File: src/rtl/write_back_buffer.sv
// write_back_buffer: DEPTH-entry eviction FIFO between a cache and memory.
// Read misses bypass queued lines; writes to a buffered line coalesce.
module write_back_buffer #(
    parameter int WIDTH  = 256,
    parameter int ADDR_W = 32,
    parameter int OFFSET = 5,
    parameter int DEPTH  = 4
) (
    input  logic                       clk,
    input  logic                       reset,
    input  logic [ADDR_W-1:0]          address,
    input  logic                       read,
    input  logic                       write,
    input  logic [WIDTH-1:0]           wdata,
    output logic [WIDTH-1:0]           rdata,
    output logic                       resp,
    output logic [ADDR_W-1:0]          pmem_address,
    output logic                       pmem_read,
    output logic                       pmem_write,
    output logic [WIDTH-1:0]           pmem_wdata,
    input  logic [WIDTH-1:0]           pmem_rdata,
    input  logic                       pmem_resp,
    output logic [$clog2(DEPTH+1)-1:0] count,
    output logic                       empty
);

    localparam int TW = ADDR_W - OFFSET;
    localparam int PW = $clog2(DEPTH);
    localparam int CW = $clog2(DEPTH + 1);

    typedef enum logic [1:0] {
        IDLE,
        FWD_READ,
        DRAIN,
        RESP
    } state_t;

    state_t state;

    logic [TW-1:0]    tag_q  [DEPTH];
    logic [WIDTH-1:0] data_q [DEPTH];

    logic [PW-1:0]    head;
    logic [PW-1:0]    tail;
    logic [CW-1:0]    count_q;
    logic [WIDTH-1:0] rdata_q;

    logic [TW-1:0]    line;
    logic [DEPTH-1:0] valid;
    logic [PW-1:0]    rel;
    logic             hit;
    logic [PW-1:0]    hit_idx;
    logic             full;
    logic             unused_offset;

    assign line          = address[ADDR_W-1:OFFSET];
    assign unused_offset = ^address[OFFSET-1:0];
    assign full          = (count_q == CW'(DEPTH));

    assign count      = count_q;
    assign empty      = (count_q == '0);
    assign rdata      = rdata_q;
    assign pmem_wdata = data_q[head];

    // An entry is live when its distance from head is below count.
    always_comb begin
        valid   = '0;
        rel     = '0;
        hit     = 1'b0;
        hit_idx = '0;
        for (int i = 0; i < DEPTH; i++) begin
            rel      = PW'(i) - head;
            valid[i] = {1'b0, rel} < count_q;
            if (valid[i] && (tag_q[i] == line)) begin
                hit     = 1'b1;
                hit_idx = PW'(i);
            end
        end
    end

    always_ff @(posedge clk or posedge reset) begin
        if (reset) begin
            state        <= IDLE;
            head         <= '0;
            tail         <= '0;
            count_q      <= '0;
            rdata_q      <= '0;
            resp         <= 1'b0;
            pmem_read    <= 1'b0;
            pmem_write   <= 1'b0;
            pmem_address <= '0;
            for (int i = 0; i < DEPTH; i++) begin
                tag_q[i]  <= '0;
                data_q[i] <= '0;
            end
        end else begin
            resp <= 1'b0;
            unique case (state)
                IDLE: begin
                    if (read && hit) begin
                        rdata_q <= data_q[hit_idx];
                        resp    <= 1'b1;
                        state   <= RESP;
                    end else if (read) begin
                        pmem_read    <= 1'b1;
                        pmem_address <= {line, {OFFSET{1'b0}}};
                        state        <= FWD_READ;
                    end else if (write && hit) begin
                        data_q[hit_idx] <= wdata;
                        resp            <= 1'b1;
                        state           <= RESP;
                    end else if (write && !full) begin
                        tag_q[tail]  <= line;
                        data_q[tail] <= wdata;
                        tail         <= tail + PW'(1);
                        count_q      <= count_q + CW'(1);
                        resp         <= 1'b1;
                        state        <= RESP;
                    end else if (write || !empty) begin
                        // Full-miss writes wait here for the head to retire.
                        pmem_write   <= 1'b1;
                        pmem_address <= {tag_q[head], {OFFSET{1'b0}}};
                        state        <= DRAIN;
                    end
                end
                FWD_READ: begin
                    if (pmem_resp) begin
                        rdata_q      <= pmem_rdata;
                        pmem_read    <= 1'b0;
                        pmem_address <= '0;
                        resp         <= 1'b1;
                        state        <= RESP;
                    end
                end
                DRAIN: begin
                    if (pmem_resp) begin
                        head         <= head + PW'(1);
                        count_q      <= count_q - CW'(1);
                        pmem_write   <= 1'b0;
                        pmem_address <= '0;
                        state        <= IDLE;
                    end
                end
                RESP: begin
                    state <= IDLE;
                end
                default: begin
                    state <= IDLE;
                end
            endcase
        end
    end

endmodule

File: config.mk
export PLATFORM = sky130hd
export DESIGN_NAME = write_back_buffer
export DESIGN_NICKNAME = d
export VERILOG_FILES = /design/src/rtl/write_back_buffer.sv
export SDC_FILE = /design/constraint.sdc
export NUM_CORES = 2
export LEC_CHECK = 0
export BUFFER_PORTS_ARGS = -buffer_cell sky130_fd_sc_hd__buf_4
export CAP_MARGIN = 20
export CORE_AREA = 2 2 488 490
export CTS_CLUSTER_DIAMETER = 150
export DETAILED_ROUTE_END_ITERATION = 8
export DIE_AREA = 0 0 490 492
export MAX_ROUTING_LAYER = met4
export SLEW_MARGIN = 20
export SYNTH_ARGS = -nofsm -noshare
export SYNTH_HDL_FRONTEND = slang
export SYNTH_SLANG_ARGS = --single-unit
File: constraint.sdc
create_clock -name clk -period 47.7 [get_ports clk]
set_input_delay 9.54 -clock clk [delete_from_list [all_inputs] [get_ports clk]]
set_output_delay 9.54 -clock clk [all_outputs]
set_load 0.02 [all_outputs]
# Yosys cells after proc, flatten, opt, wreduce, memory -nomap -nowiden
# Cells that the tools add are included.
[classes]
mul = 0
add_sub_neg = 8
div_mod_pow = 0
n_shift = 0
reduce_logical = 28
order_cmp = 9
eq_ne = 23
bitwise_logic = 6
n_mux = 67
[op_table]
columns = ["op", "count"]
rows = [
  ["1024-bit bitwise mux", 2],
  ["1024-bit 2-to-1 mux", 2],
  ["256-bit 2-to-1 mux", 8],
  ["256-bit binary-select mux with 2-bit select", 2],
  ["256-bit demux with 2-bit select", 2],
  ["256-bit one-hot mux with 2 select lines", 1],
  ["32-bit 2-to-1 mux", 6],
  ["108-bit bitwise mux", 1],
  ["27-bit == test", 4],
  ["27-bit 2-to-1 mux", 3],
  ["32-bit one-hot mux with 2 select lines", 1],
  ["27-bit binary-select mux with 2-bit select", 1],
  ["27-bit demux with 2-bit select", 1],
  ["2-bit inequality test, second input constant", 10],
  ["1-bit 2-to-1 mux", 18],
  ["2-bit 2-to-1 mux", 9],
  ["3-bit 2-to-1 mux", 5],
  ["2-bit by 3-bit < comparator with 1-bit output", 4],
  ["6-bit AND reduction", 2],
  ["3-bit >= comparator, second input constant", 3],
  ["1-bit logical AND", 9],
  ["3-bit inequality test, second input constant", 3],
  ["2-bit inverter with 3-bit output", 3],
  ["2-bit one-hot mux with 4 select lines", 1],
  ["25 further kinds", 40],
]
[word_totals]
n_memories = 0
mem_bits_ro = 0
mem_bits_rw = 0
register_bits = 1432
inputBits = 549
latch_bits = 0
output_inout_bits = 551
word_cells = 158

# Depth between registers and ports, before layout
[logic_depth]
ltp_word = 13
ltp_mapped = 18
ltp_nobuf = 10

# Least setup slack after synthesis
# Ideal clock, no wire load.
[synth_path]
path_type = "input to register"
from = "input address[29]"
to = "register data_q[1002] (netlist bit)"
required_ns = 47.575
path_stages = 10
n_path_buf = 3
arrival_ns = 11.849
setup_slack_ns = 35.727
setup_time_ns = 0.125
cell_sequence = "buf_2 -> xor2_1 -> nor4_1 -> o2111ai_1 -> nor2_1 -> a22oi_1 -> nor4_1 -> clkbuf_1 -> buf_2 -> mux2_2"
[synth_via]
elab_chain_cells = 12
word_cells_on_any_way = 28
classes_between = "2 x order compare; 4 x eq/ne; 11 x mux; 2 x bitwise; 9 x reduce/logical"
[synth_rtl]
columns = ["element", "line", "source"]
rows = [
  ["from (decl)", "11", "input logic [ADDR_W-1:0] address,"],
  ["27-bit == test", "74", "if (valid[i] && (tag_q[i] == line)) begin"],
  ["1-bit logical AND", "74", ""],
  ["1-bit 2-to-1 mux", "74", ""],
  ["2-bit 2-to-1 mux (2 in a row)", "74", ""],
  ["2-bit inverter with 3-bit output (not written as such)", "109", "data_q[hit_idx] <= wdata;"],
  ["3-bit >= comparator (not written as such) or 3-bit by 1-bit < comparator with 1-bit output (tied branches)", "109", ""],
  ["1-bit logical AND (not written as such)", "109", ""],
  ["256-bit 2-to-1 mux (not written as such)", "109", ""],
  ["256-bit demux with 2-bit select", "109", ""],
  ["1024-bit bitwise mux", "109", ""],
  ["1024-bit 2-to-1 mux", "108", "end else if (write && hit) begin"],
  ["to (signal, indexed assignment)", "109", ""],
  ["to (signal, indexed assignment)", "114", "data_q[tail] <= wdata;"],
  ["to (decl)", "41", "logic [WIDTH-1:0] data_q [DEPTH];"],
]
# Several ways; a longest one is shown, not always the timed one.
# A chain may end at the register's enable or synchronous reset.

# Final worst setup path
[layout_path]
from = "input address[9]"
to = "register data_q[351] (netlist bit)"
# The elaborated chain is that of the path after synthesis.

==> flow_metrics.py <==
metrics = {
    "status": {
        "outcome": "finished, final reports clean",
    },
    "clock_network": {
        "h-tree-depth": 4,
        "cts.clk_slew.worst_paths_ns": 0.06,
        "clk_latency_ns": 0.81,
        "cts_hold_buf": 0,
        "cts_made_buffers": 167,
        "cts_tree": "yes",
        "cts_resized": 0,
        "clockBufferDepth": 3,
        "postCtsSetupBuffers": 0,
        "cts-root-buf": "clkbuf_16",
        "cts_sinks": 1427,
    },
    "yosys": {
        "ys_seq_area_share_pct": 50.7,
        "ys_types": 53,
        "synth-seq-cells": 1427,
        "netlist_area_sq_um": 70400,
        "syn_avg_cell_area_sq_um": 13.7,
        "async_flop_share_pct": 100,
        "synthesis.instances": 5155,
        "synth_edf_count": 0,
        "yosysWarnings": 0,
        "ys.flop_type": "dfrtp_1",
    },
    "grt": {
        "grt-busiest-layer": "met2",
        "use_met1_pct": 25.9,
        "antenna_found_initial": 47,
        "track_usage_pct": 20.9,
        "met2_usage_pct": 32.1,
        "grtUsageMet3_pct": 5.56,
        "grt_pass1_wl_um": 369000,
        "first_global_vias": 51300,
        "grt_max_degree": 171,
        "grt_overflow": 0,
    },
    "min_path": {
        "hp-class": "flip-flop to flip-flop",
    },
    "critical_path": {
        "cp-end-kind": "flip-flop",
        "critPathRequiredTime_ns": 48.36,
        "crit_type": "input pin to flip-flop",
        "critPathMaxFanout": 53,
        "worstPathArrival_ns": 16.17,
        "crit_chain": "buf_4 > xor2_1 > nor4_1 > nand4_1 > or4_4 > nand2_4 > o21a_4 > buf_4 > buf_4 > buf_4 > mux2_2",
        "cp_slowest_cell": "buf_4",
        "worst_path_most_repeated_cell": "buf_4",
        "slowest_delay_ns": 0.82,
        "start_kind": "input pin",
    },
    "placed_design": {
        "gp_congestion": 0.943,
        "dp_hpwl_um": 167000,
        "placed_cell_area_sq_um": 81200,
        "port_buffers": 1089,
        "place_ws_ns": 31.40,
    },
    "timing": {
        "grt_setup_unrepaired": "no",
        "maxSlewViolCount": 0,
        "relSlewSlack_pct": 14.9,
        "fin_crit_sh_pct": 32.5,
        "finalClockSkew_ns": 0.0330,
        "fin_tns_setup_ns": 0,
        "hold_viol": 0,
        "fmax_ghz": 0.0645,
        "setup_viol": 0,
        "worst_slew_pin_slew_ns": 1.28,
        "period_minus_slack_ns": 15.51,
        "fin_ws_ns": 32.19,
    },
    "routing": {
        "routed_via_density": 5.30,
        "drt_iter0_markers": 3302,
        "ant_nets": 0,
        "drt_wl_total_um": 252000,
        "drt-pass1-iter-count": 7,
        "route.detailed.drc": 0,
        "num_vias": 49700,
        "wire_per_inst_um": 26.8,
    },
    "power_and_ir_drop": {
        "power.leakage_nw": 40.5,
        "ir_drop_mv": 0.0605,
        "power_frac_comb_pct": 47.0,
        "p_seq_share_pct": 33.1,
        "p_clk_share_pct": 19.9,
        "p_total_w": 0.00659,
        "internal_power_w": 0.00399,
        "netSwitchingFraction_pct": 39.4,
        "p_per_area_nw_per_um2": 75.9,
        "p_sw_w": 0.00260,
    },
    "die": {
        "start_util_pct": 29.8,
        "die_h_um": 492,
        "fp.coreArea_sq_um": 236000,
        "num_rows": 179,
        "ios": 1100,
        "dieWidth_um": 490,
        "dieArea_sq_um": 241000,
    },
    "flow_run": {
        "drv_cap": 0,
    },
    "cells_and_area": {
        "final_nets": 6603,
        "design_area_sq_um": 86900,
        "synthToLayoutAreaGrowth_pct": 23.5,
        "drive_gt1_share_pct": 45.3,
        "fin_util_pct": 36.8,
    },
}
[cell families (layout without fill, tap and decap cells)]
kind of cell / after synthesis / in the layout / synth area share (%)
AND/OR/NAND/NOR: 593 / 593 / 3.39
XOR/XNOR: 114 / 114 / 1.42
other: 1 / 50 / 0.00533
adder cells (fa/ha/maj): 13 / 13 / 0.242
flip-flops: 1427 / 1427 / 50.7
multiplexers: 1699 / 1699 / 32.2
buffers and inverters: 476 / 1484 / 3.15
AO/OA/AOI/OAI: 832 / 832 / 8.91
[worst paths after layout]
path                       depth (start not counted)  slack, ns       start     endpoint
max                                               11      32.19  address[9]  data_q[351]
min                                                2       0.48  rdata[131]   rdata[131]
max reg2reg                                       14      39.90     head[0]  data_q[351]
min reg2reg                                        2       0.48  rdata[131]   rdata[131]
max in group asynchronous                          8      33.50       reset  data_q[736]
min in group asynchronous                          2       8.86       reset    rdata[31]
[final cells by class]
cell class	instances	area [sq um]
clock buffer	243	4890
multi-input combinational	3256	32600
antenna	45	113
tap	3167	3960
clock inverter	52	696
fill	22800	149000
sequential	1427	35700
timing repair buffer	1174	8930
inverter	15	67.6
[flip-flops by register name, indices dropped and copies added (netlist names)]
signal and flops:
count 3, resp 1, head 2, tag_q 108
pmem_address 27, tail 2, rdata 256, pmem_read 1
pmem_write 1, data_q 1024, state 2
[metrics by stage]
stage / hold slack, ns / std cells
floorplan: 0.475 / 5159
finish: 0.479 / 9379
detailed placement: 0.472 / 9039
CTS: 0.485 / 9334
global route: 0.507 / 9371
global placement: 0.466 / 9038
[critical path: cells and delay by family]
| family | cells | cell delay [ns] |
|---|---|---|
| buffers and inverters | 4 | 2.53 |
| AND/OR/NAND/NOR | 4 | 2.51 |
| multiplexers | 1 | 0.41 |
| XOR/XNOR | 1 | 0.14 |
| AO/OA/AOI/OAI | 1 | 0.75 |
[power by group through the flow]
stage / Sequential (W) / Clock, W / Combinational, W
finish: 0.00218 / 0.00131 / 0.00310
global route: 0.00226 / 0.00139 / 0.00327
CTS: 0.00218 / 0.00134 / 0.00311
detailed placement: 0.00219 / 0 / 0.00310
global placement: 0.00215 / 0 / 0.00307
floorplan: 0.00218 / 0 / 0.00191
[synth_stat cells, types with 3 or more instances]
| library cell | count | area share (%) |
|---|---|---|
| a21o_1 | 3 | 0.032 |
| ha_1 | 12 | 0.21 |
| o21ai_0 | 168 | 1.2 |
| nand3_1 | 5 | 0.036 |
| o2bb2ai_1 | 29 | 0.36 |
| buf_4 | 6 | 0.064 |
| mux4_2 | 283 | 9.1 |
| buf_2 | 163 | 1.2 |
| mux2i_1 | 284 | 4.0 |
| mux2_2 | 876 | 14 |
| nand4_1 | 4 | 0.036 |
| a22o_1 | 257 | 3.2 |
| nor4_1 | 28 | 0.25 |
| o221ai_1 | 256 | 3.2 |
| nor2_1 | 13 | 0.069 |
| a21oi_1 | 6 | 0.043 |
| dfrtp_1 | 1427 | 51 |
| mux2_4 | 182 | 3.9 |
| nand2_1 | 526 | 2.8 |
| buf_6 | 27 | 0.43 |
| xor2_1 | 103 | 1.3 |
| nor3_1 | 3 | 0.021 |
| o21ai_1 | 96 | 0.68 |
| mux2_1 | 74 | 1.2 |
| xnor2_1 | 11 | 0.14 |
| buf_1 | 61 | 0.33 |
| inv_1 | 15 | 0.080 |
| clkbuf_1 | 204 | 1.1 |
[cells in the final DEF, fill, tap and decap left out, types with 4 or more instances in the layout]
cell type  synthesis  final
o21ai_1           96     96
diode_2            0     45
nor4_1            28     27
mux2i_1          284    284
o221ai_1         256    256
clkinv_16          0      4
clkbuf_1         204     39
clkbuf_8           0     32
mux2_1            74     74
mux2_4           182    182
o2bb2ai_1         29     29
o21ai_0          168    168
conb_1             1      5
inv_1             15     13
clkinv_2           0     25
nand3_1            5      5
nand4_1            4      4
a21oi_1            6      6
inv_6              0      4
dfrtp_1         1427   1425
a22o_1           257    257
buf_4              6   1163
xnor2_1           11     11
mux4_2           283    283
clkbuf_16          0    172
mux2_2           876    876
nand2_1          526    524
bufinv_16          0     10
ha_1              12     11
buf_12             0      8
nor2_1            13     12
xor2_1           103    103
[routing by layer]
metal  vias up  part of all wire [%]  wire length (um)
met2      1783                    47            118000
met1     26400                    41            102000
met3       365                   8.2             20600
met5         -                     0                 0
li1      21200                     -                 -
met4         0                   4.1             10400
Note: power is estimated with default switching activity, not from simulation.
